[config.mk]
export PLATFORM = sky130hd
export DESIGN_NAME = dataflow_deadlock_monitor
export DESIGN_NICKNAME = d
export VERILOG_FILES = /design/src/rtl/dataflow_deadlock_monitor.sv
export SDC_FILE = /design/constraint.sdc
export NUM_CORES = 1
export LEC_CHECK = 0
export BUFFER_PORTS_ARGS = -buffer_cell sky130_fd_sc_hd__clkbuf_2
export CAP_MARGIN = 10
export CORE_ASPECT_RATIO = 0.9
export CORE_MARGIN = 2
export CORE_UTILIZATION = 42
export CTS_CLUSTER_DIAMETER = 120
export DETAILED_ROUTE_END_ITERATION = 7
export SYNTH_ARGS = -nofsm -noshare
export SYNTH_HDL_FRONTEND = slang
export SYNTH_SLANG_ARGS = --single-unit
[constraint.sdc]
create_clock -name dl_clock -period 5.5 [get_ports dl_clock]
set_input_delay 0.825 -clock dl_clock [delete_from_list [all_inputs] [get_ports dl_clock]]
set_output_delay 0.825 -clock dl_clock [all_outputs]
set_load 0.02 [all_outputs]
[src/rtl/dataflow_deadlock_monitor.sv]
// Dataflow deadlock monitor.
// Tracks how long each process has been blocked on another process. Once a
// process has stalled long enough it is "armed", and a probe walks the
// wait-for graph one hop per cycle, restricted to armed processes. When the
// probe returns to its origin, a deadlock cycle is latched until cleared.
module dataflow_deadlock_monitor #(
   parameter int N_PROC      = 3,
   parameter int STALL_LIMIT = 4,
   parameter int CNT_W       = 8,
   parameter int IDX_W       = $clog2(N_PROC)
) (
   input  logic                       dl_clock,
   input  logic                       dl_reset,
   input  logic [N_PROC-1:0]          proc_blk,
   input  logic [N_PROC*N_PROC-1:0]   wait_for,
   input  logic                       all_finish,
   input  logic                       dl_clear,
   output logic                       dl_detect,
   output logic [IDX_W-1:0]           dl_origin,
   output logic [N_PROC-1:0]          dl_members,
   output logic                       probe_busy
);

   localparam logic [1:0] ST_IDLE   = 2'd0;
   localparam logic [1:0] ST_PROBE  = 2'd1;
   localparam logic [1:0] ST_DETECT = 2'd2;

   localparam logic [CNT_W-1:0]  LIMIT   = CNT_W'(STALL_LIMIT);
   localparam logic [N_PROC-1:0] ONE_HOT = N_PROC'(1);
   localparam logic [IDX_W-1:0]  LAST_ID = IDX_W'(N_PROC - 1);

   logic [CNT_W-1:0]  stall_cnt_q [N_PROC];
   logic [CNT_W-1:0]  stall_cnt_d [N_PROC];
   logic [N_PROC-1:0] armed;

   logic [1:0]        state_q, state_d;
   logic [IDX_W-1:0]  rr_q, rr_d;
   logic [IDX_W-1:0]  origin_q, origin_d;
   logic [N_PROC-1:0] visited_q, visited_d;
   logic [N_PROC-1:0] frontier_q, frontier_d;
   logic              dl_detect_q, dl_detect_d;
   logic [IDX_W-1:0]  dl_origin_q, dl_origin_d;
   logic [N_PROC-1:0] dl_members_q, dl_members_d;
   logic              probe_busy_q, probe_busy_d;

   logic              pick_found;
   logic [IDX_W-1:0]  pick_idx;
   logic [N_PROC-1:0] reach;
   logic [N_PROC-1:0] next_set;
   logic [N_PROC-1:0] fresh;
   logic [IDX_W-1:0]  rr_after;

   // Per-process saturating stall counters; armed once the limit is reached.
   always_comb begin
      for (int i = 0; i < N_PROC; i++) begin
         armed[i]       = (stall_cnt_q[i] == LIMIT);
         stall_cnt_d[i] = '0;
         if (proc_blk[i] && (wait_for[i*N_PROC +: N_PROC] != '0)) begin
            stall_cnt_d[i] = (stall_cnt_q[i] == LIMIT) ? LIMIT : stall_cnt_q[i] + CNT_W'(1);
         end
      end
   end

   // Round-robin choice of the next probe origin among armed processes.
   always_comb begin
      pick_found = 1'b0;
      pick_idx   = '0;
      for (int k = 0; k < N_PROC; k++) begin
         if (!pick_found && armed[(int'(rr_q) + k) % N_PROC]) begin
            pick_found = 1'b1;
            pick_idx   = IDX_W'((int'(rr_q) + k) % N_PROC);
         end
      end
   end

   // One probe hop: armed processes waited on by anything in the frontier.
   always_comb begin
      reach = '0;
      for (int i = 0; i < N_PROC; i++) begin
         if (frontier_q[i]) begin
            reach = reach | wait_for[i*N_PROC +: N_PROC];
         end
      end
      next_set = reach & armed;
      fresh    = next_set & ~visited_q;
      rr_after = (origin_q == LAST_ID) ? '0 : origin_q + IDX_W'(1);
   end

   // IDLE / PROBE / DETECT control and latching of the detection result.
   always_comb begin
      state_d      = state_q;
      rr_d         = rr_q;
      origin_d     = origin_q;
      visited_d    = visited_q;
      frontier_d   = frontier_q;
      dl_detect_d  = dl_detect_q;
      dl_origin_d  = dl_origin_q;
      dl_members_d = dl_members_q;
      case (state_q)
         ST_IDLE: begin
            if (!all_finish && pick_found) begin
               origin_d   = pick_idx;
               visited_d  = ONE_HOT << pick_idx;
               frontier_d = ONE_HOT << pick_idx;
               state_d    = ST_PROBE;
            end
         end
         ST_PROBE: begin
            if (all_finish) begin
               state_d = ST_IDLE;
            end else if (!armed[origin_q]) begin
               state_d = ST_IDLE;
               rr_d    = rr_after;
            end else if (next_set[origin_q]) begin
               state_d      = ST_DETECT;
               dl_detect_d  = 1'b1;
               dl_origin_d  = origin_q;
               dl_members_d = visited_q;
            end else if (fresh == '0) begin
               state_d = ST_IDLE;
               rr_d    = rr_after;
            end else begin
               frontier_d = fresh;
               visited_d  = visited_q | next_set;
            end
         end
         ST_DETECT: begin
            if (dl_clear) begin
               state_d      = ST_IDLE;
               dl_detect_d  = 1'b0;
               dl_origin_d  = '0;
               dl_members_d = '0;
            end
         end
         default: state_d = ST_IDLE;
      endcase
      probe_busy_d = (state_d == ST_PROBE);
   end

   // State registers with asynchronous active-low reset.
   always_ff @(posedge dl_clock or negedge dl_reset) begin
      if (!dl_reset) begin
         for (int i = 0; i < N_PROC; i++) stall_cnt_q[i] <= '0;
         state_q      <= ST_IDLE;
         rr_q         <= '0;
         origin_q     <= '0;
         visited_q    <= '0;
         frontier_q   <= '0;
         dl_detect_q  <= 1'b0;
         dl_origin_q  <= '0;
         dl_members_q <= '0;
         probe_busy_q <= 1'b0;
      end else begin
         for (int i = 0; i < N_PROC; i++) stall_cnt_q[i] <= stall_cnt_d[i];
         state_q      <= state_d;
         rr_q         <= rr_d;
         origin_q     <= origin_d;
         visited_q    <= visited_d;
         frontier_q   <= frontier_d;
         dl_detect_q  <= dl_detect_d;
         dl_origin_q  <= dl_origin_d;
         dl_members_q <= dl_members_d;
         probe_busy_q <= probe_busy_d;
      end
   end

   assign dl_detect  = dl_detect_q;
   assign dl_origin  = dl_origin_q;
   assign dl_members = dl_members_q;
   assign probe_busy = probe_busy_q;

endmodule
Yosys cells after proc, flatten, opt, wreduce, memory -nomap -nowiden

Cells that the tools add are included.

$lt $le $gt $ge: 4
Add/sub/neg operators: 6
Shift operators: 1
Bitwise operators: 7
Reduce and logical (&&, ||, !) cells: 20
Equality and inequality tests: 16
Div/mod/pow operators: 3
Mux-type cells: 65

Operator list:

| kind                                                 | count |
|---|---|
| < comparator 32 x 4 -> 1 bit (second input constant) | 3 |
| modulo 32 x 3 -> 32 bit (second input constant)      | 2 |
| two-way mux 3 bit                                    | 16 |
| two-way mux 8 bit                                    | 6 |
| two-way mux 2 bit                                    | 17 |
| modulo 3 x 3 -> 32 bit (second input constant)       | 1 |
| adder 8 x 1 -> 8 bit (second input constant)         | 3 |
| == test 8 x 3 -> 1 bit (second input constant)       | 3 |
| one-hot mux 3 bit (2 select lines)                   | 3 |
| != test 2 bit (second input constant)                | 8 |
| two-way mux 1 bit                                    | 15 |
| binary-select mux 1 bit (select 2 bit)               | 5 |
| bitwise OR 3 bit                                     | 3 |
| nonzero test 3 bit                                   | 3 |
| AND 3 bit                                            | 2 |
| logical AND 1 bit                                    | 6 |
| one-hot mux 2 bit (3 select lines)                   | 1 |
| AND reduction 6 bit                                  | 1 |
| AND reduction 5 bit                                  | 1 |
| == test 2 x 1 -> 1 bit (second input constant)       | 2 |
| == test 2 bit (second input constant)                | 2 |
| one-hot mux 2 bit (2 select lines)                   | 1 |
| AND reduction 4 bit                                  | 1 |
| nonzero test 2 bit                                   | 2 |
| 13 further kinds                                     | 15 |

Bits in registers: 43
Output and inout bits: 7
Logic and storage cells: 134

Depth between registers and ports, before layout

Depth after elaboration: 15
Gate-level depth with buffers: 10
Mapped depth without buffers: 8

Least setup slack after synthesis

No wires, ideal clock.

Path type: register -> register
From: register stall_cnt_q[16] in the netlist's numbering
To: register frontier_q[1]
Library setup time: 0.125 ns
Arrival: 2.338 ns
Path slack: 3.037 ns
Stages on the path, launching flop included: 9
Buffers on the path: 0
Clock period less this slack: 2.463 ns
Data required time: 5.375 ns
Cell sequence: dfrtp_1 -> inv_1 -> ha_1 -> or4b_1 -> or3_1 -> nor2_1 -> o32ai_1 -> o22ai_2 -> mux2_2

Cells in the longest elaborated chain, start to end: 14
Elaborated cells on any way between the ends: 36
Those cells by class: eq/ne: 5; shift: 1; mux: 21; bitwise: 2; reduce/logical: 7

Ends and longest elaborated chain:

| what                                                                      | RTL line | RTL |
|---|---|---|
| from (decl)                                                               | 32       | `logic [CNT_W-1:0] stall_cnt_q [N_PROC];` |
| == test 8 x 3 -> 1 bit (*)                                                | 56       | `armed[i] = (stall_cnt_q[i] == LIMIT);` |
| binary-select mux 1 bit (select 2 bit)                                    | 69       | `if (!pick_found && armed[(int'(rr_q) + k) % N_PROC]) begin` |
| two-way mux 1 bit (implied by the code) (2 in a row)                      | 69       |  |
| two-way mux 1 bit                                                         | 69       |  |
| logical NOT 1 bit                                                         | 69       |  |
| logical AND 1 bit                                                         | 69       |  |
| two-way mux 1 bit                                                         | 69       |  |
| logical NOT 1 bit                                                         | 69       |  |
| logical AND 1 bit                                                         | 69       |  |
| two-way mux 2 bit or two-way mux 1 bit (tied branches)                    | 69       |  |
| left shift 1 x 2 -> 3 bit or logical AND 1 bit (tied branches)            | 104, 101 |  |
| two-way mux 3 bit or != test 2 bit (tied branches)                        | --       |  |
| one-hot mux 3 bit (2 select lines) or AND reduction 6 bit (tied branches) | --       |  |
| to (signal assigned)                                                      | 159      | `frontier_q <= frontier_d;` |
| to (decl)                                                                 | 40       | `logic [N_PROC-1:0] frontier_q, frontier_d;` |

Mark *: on every way between the ends. The rest lies on a longest branch, timed or not. The select of a mux whose other input is x is not followed.
A chain may end at the register's enable or synchronous reset.

Worst setup path after layout

From: register stall_cnt_q[16] in the netlist's numbering
To: register frontier_q[2]

The elaborated chain is that of the path after synthesis.

==> run_results.csv <==
group,metric,value,unit
run_status,status,"finished clean",
clock_tree,postCtsSetupBuffers,0,
global_route,grt_pass1_vias,1702,
worst_setup_path,crit_arrival,2910,ps
sta,setup_tns,0,ps
worst_setup_path,cpPeakStageDelay,530,ps
worst_setup_path,crit_type,"reg -> reg",
worst_setup_path,endpoint_kind,"register",
power,max-vdd-ir-drop,0.173,mV
placement,io_buffers,22,
routing,detail_route.wl_per_cell,14.0,um
logic_synthesis,ys_ff_latch,43,
placement,gp_congestion,0.842,
sta,timing.final.crit_share,49.3,%
floorplanning,die_area,6170,um^2
finish,nFillCells,514,
clock_tree,clkLatencyLatePin,300,ps
global_route,antenna_found_initial,0,
floorplanning,die_y,74.7,um
power,leakage,1.27,nW
sta,period_needed,2710,ps
sta,worst_pin_slew,508,ps
floorplanning,die_x,82.6,um
sta,fin_worst_skew,11.5,ps
worst_setup_path,crit_required,5700,ps
logic_synthesis,ys_seq_area_share,46.1,%
clock_tree,numCtsBuffers,5,
finish,syn_to_final_growth,12.1,%
floorplanning,boundaryPins,23,
clock_tree,cts_tree,"done",
sta,setup_viol,0,
power,power_switching_share,34.2,%
logic_synthesis,syn_nets,263,
finish,diodes,0,
worst_setup_path,crit_chain,"inv_1 -> ha_1 -> or4b_1 -> or3_1 -> nor2_1 -> o32ai_1 -> o22ai_2 -> mux2_2",
logic_synthesis,synth-edff-count,0,
clock_tree,post_cts_resized,0,
routing,drt_wl_total,4690,um
sta,report.final.hold_viol_count,0,
sta,whs,445,ps
sta,slew_violations,0,
global_route,grt_use_total,17.0,%
logic_synthesis,avgSynthCellArea,9.76,um^2
worst_setup_path,ff2ff_path_depth,8,
run,maxCapViolations,0,
logic_synthesis,ys.flop_type,"dfrtp_1",
routing,viasPerCell,5.28,
global_route,grt.overflow.total,0,
clock_tree,cts_root_buf,"clkbuf_8",
global_route,grt_max_degree,44,
logic_synthesis,async_reset_ff_share,100,%
routing,antenna_left,0,
power,pwr-share-clk,25.5,%
routing,drc_errors,0,
logic_synthesis,yosys.area.top_type,"dfrtp_1",
worst_setup_path,cpLargestDelayFamily,"simple AND/OR/NAND/NOR gates",
routing,route.vias.total,1765,
clock_tree,cts_hold_buffers,0,
logic_synthesis,yosysWarnings,0,
routing,first_iter_violations,77,
clock_tree,clockBufferDepth,2,
routing,first_pass_iters,4,
sta,slew_headroom,65.9,%
worst_setup_path,crit_fanout,7,
clock_tree,path_clk_slew,90,ps
floorplanning,core,5320,um^2
logic_synthesis,synth.area.top_cells,"dfrtp_1, nor2_1, xor2_1, ha_1, mux2i_1",
global_route,grt_pass1_wl,7950,um
finish,drive_gt1_share,18.7,%
clock_tree,clock-sinks,43,
logic_synthesis,yosysUniqueCellTypes,43,
logic_synthesis,syn_area,2330,um^2
worst_setup_path,cp.depth,8,
logic_synthesis,synthCells,239,
power,p_comb_share,26.7,%
finish,nets,290,
sta,fmax,369,MHz
floorplanning,num_rows,25,
logic_synthesis,synth.top_cell.area_share,46.1,%
power,seq_power_share,47.9,%
floorplanning,start_util,43.9,%
hold_path,hp-class,"in -> async",
power,p_sw,0.270,mW
clock_tree,htreeDepth,2,
placement,hpwlAfterDp,3510,um
worst_setup_path,crit_buf_inv,1,
worst_setup_path,start_kind,"register",
power,intPower,0.519,mW
power,p_per_area,302,nW/um^2
sta,rsz0062_at_grt,"false",
worst_setup_path,crit_path_top_delay_cell,"or4b_1",
metal layers:
layer	share of wire [%]	track usage, %
met1	48	24.0
met2	45	25.4
met3	5.7	4.44
met4	1.5	6.38
met5	0	0
worst paths after layout:
check | startpoint | endpoint | slack (ps)
worst max-delay path | stall_cnt_q[16] | frontier_q[2] | 2790
worst max register to register | stall_cnt_q[16] | frontier_q[2] | 2790
min in group dl_clock | dl_detect | dl_detect | 480
max in group asynchronous | dl_reset | stall_cnt_q[7] | 4550
worst min-delay path | dl_reset | stall_cnt_q[17] | 440
worst min register to register | dl_detect | dl_detect | 480
layout by cell type (no fill, tap or decap), types with 2 or more instances in the layout:
cell type | synthesis | layout
nand3_1 | 14 | 14
mux2i_1 | 8 | 8
o221a_2 | 4 | 4
nand3b_1 | 4 | 4
or2_2 | 4 | 4
ha_1 | 8 | 8
nor2_1 | 30 | 30
and3_1 | 5 | 5
or3_1 | 3 | 3
xor2_1 | 12 | 12
a31oi_1 | 2 | 2
a222oi_1 | 3 | 3
inv_1 | 17 | 17
or4_4 | 2 | 2
xnor2_1 | 6 | 6
nand2_1 | 19 | 19
o22ai_1 | 2 | 2
clkbuf_8 | 0 | 5
dfrtp_1 | 43 | 43
clkbuf_2 | 0 | 22
a21oi_1 | 6 | 6
mux2_2 | 4 | 4
clkinvlp_4 | 0 | 2
o31ai_1 | 5 | 5
or4_1 | 3 | 3
o21ai_0 | 4 | 4
nor3_1 | 7 | 7
nand2b_1 | 6 | 6
cells in the mapped netlist (2+ instances only):
library cell	instances
dfrtp_1	43
nor2_1	30
nand2_1	19
inv_1	17
nand3_1	14
xor2_1	12
ha_1	8
mux2i_1	8
nor3_1	7
a21oi_1	6
nand2b_1	6
xnor2_1	6
and3_1	5
o31ai_1	5
mux2_2	4
nand3b_1	4
o21ai_0	4
o221a_2	4
or2_2	4
a222oi_1	3
or3_1	3
or4_1	3
a31oi_1	2
o22ai_1	2
or4_4	2
layout make-up:
type / count / area [um^2] / area share (%)
Timing Repair Buffer: 23 / 130 / 4.97
Clock buffer: 5 / 68.8 / 2.63
Inverter: 17 / 63.8 / 2.44
Clock inverter: 3 / 20.0 / 0.765
Tap cell: 67 / 83.8 / 3.20
Multi-Input combinational cell: 176 / 1170 / 44.9
Sequential cell: 43 / 1080 / 41.1
kinds of logic after synthesis:
logic type      synth area share (%)
flops                           46.1
mux                             5.36
compound gates                  9.92
xor+xnor                        6.76
fa+ha+maj                       4.29
buf+inv                         3.59
simple gates                    24.0
worst reg2reg max path: cells and delay by family, from the launching register on:
family	cells	cell delay (ps)
adders and majority gates	1	150
AOI/OAI and AO/OA	2	470
buffers and inverters	1	80
DFF	1	430
and+or+nand+nor	3	1100
muxes	1	380
power by group through the flow:
| stage | combinational [mW] | clock [mW] | sequential [mW] |
|---|---|---|---|
| 2_1_floorplan | 0.155 | 0 | 0.377 |
| 3_3_place_gp | 0.209 | 0 | 0.384 |
| 3_5_place_dp | 0.209 | 0 | 0.383 |
| 4_1_cts | 0.209 | 0.210 | 0.377 |
| 5_1_grt | 0.233 | 0.226 | 0.383 |
| 6_report | 0.210 | 0.201 | 0.378 |
per-stage QoR:
step	cells	setup WS, ps	cell area [um^2]	power [mW]	util, %
after floorplan	239	3040	2330	0.531	-
after global placement	325	2710	2510	0.593	47.2
after detailed placement	325	2690	2510	0.592	47.2
after CTS	333	2780	2600	0.796	48.8
after global routing	334	2660	2620	0.841	49.2
final	334	2790	2620	0.789	49.2
state kept, by name, indices dropped and copies added, names as in the netlist, 2 cells and up:
| register | flops |
|---|---|
| frontier_q | 3 |
| rr_q | 2 |
| dl_origin | 2 |
| dl_members | 3 |
| origin_q | 2 |
| stall_cnt_q | 24 |
| state_q | 2 |
| visited_q | 3 |
Power figures use the tool's default switching activity.
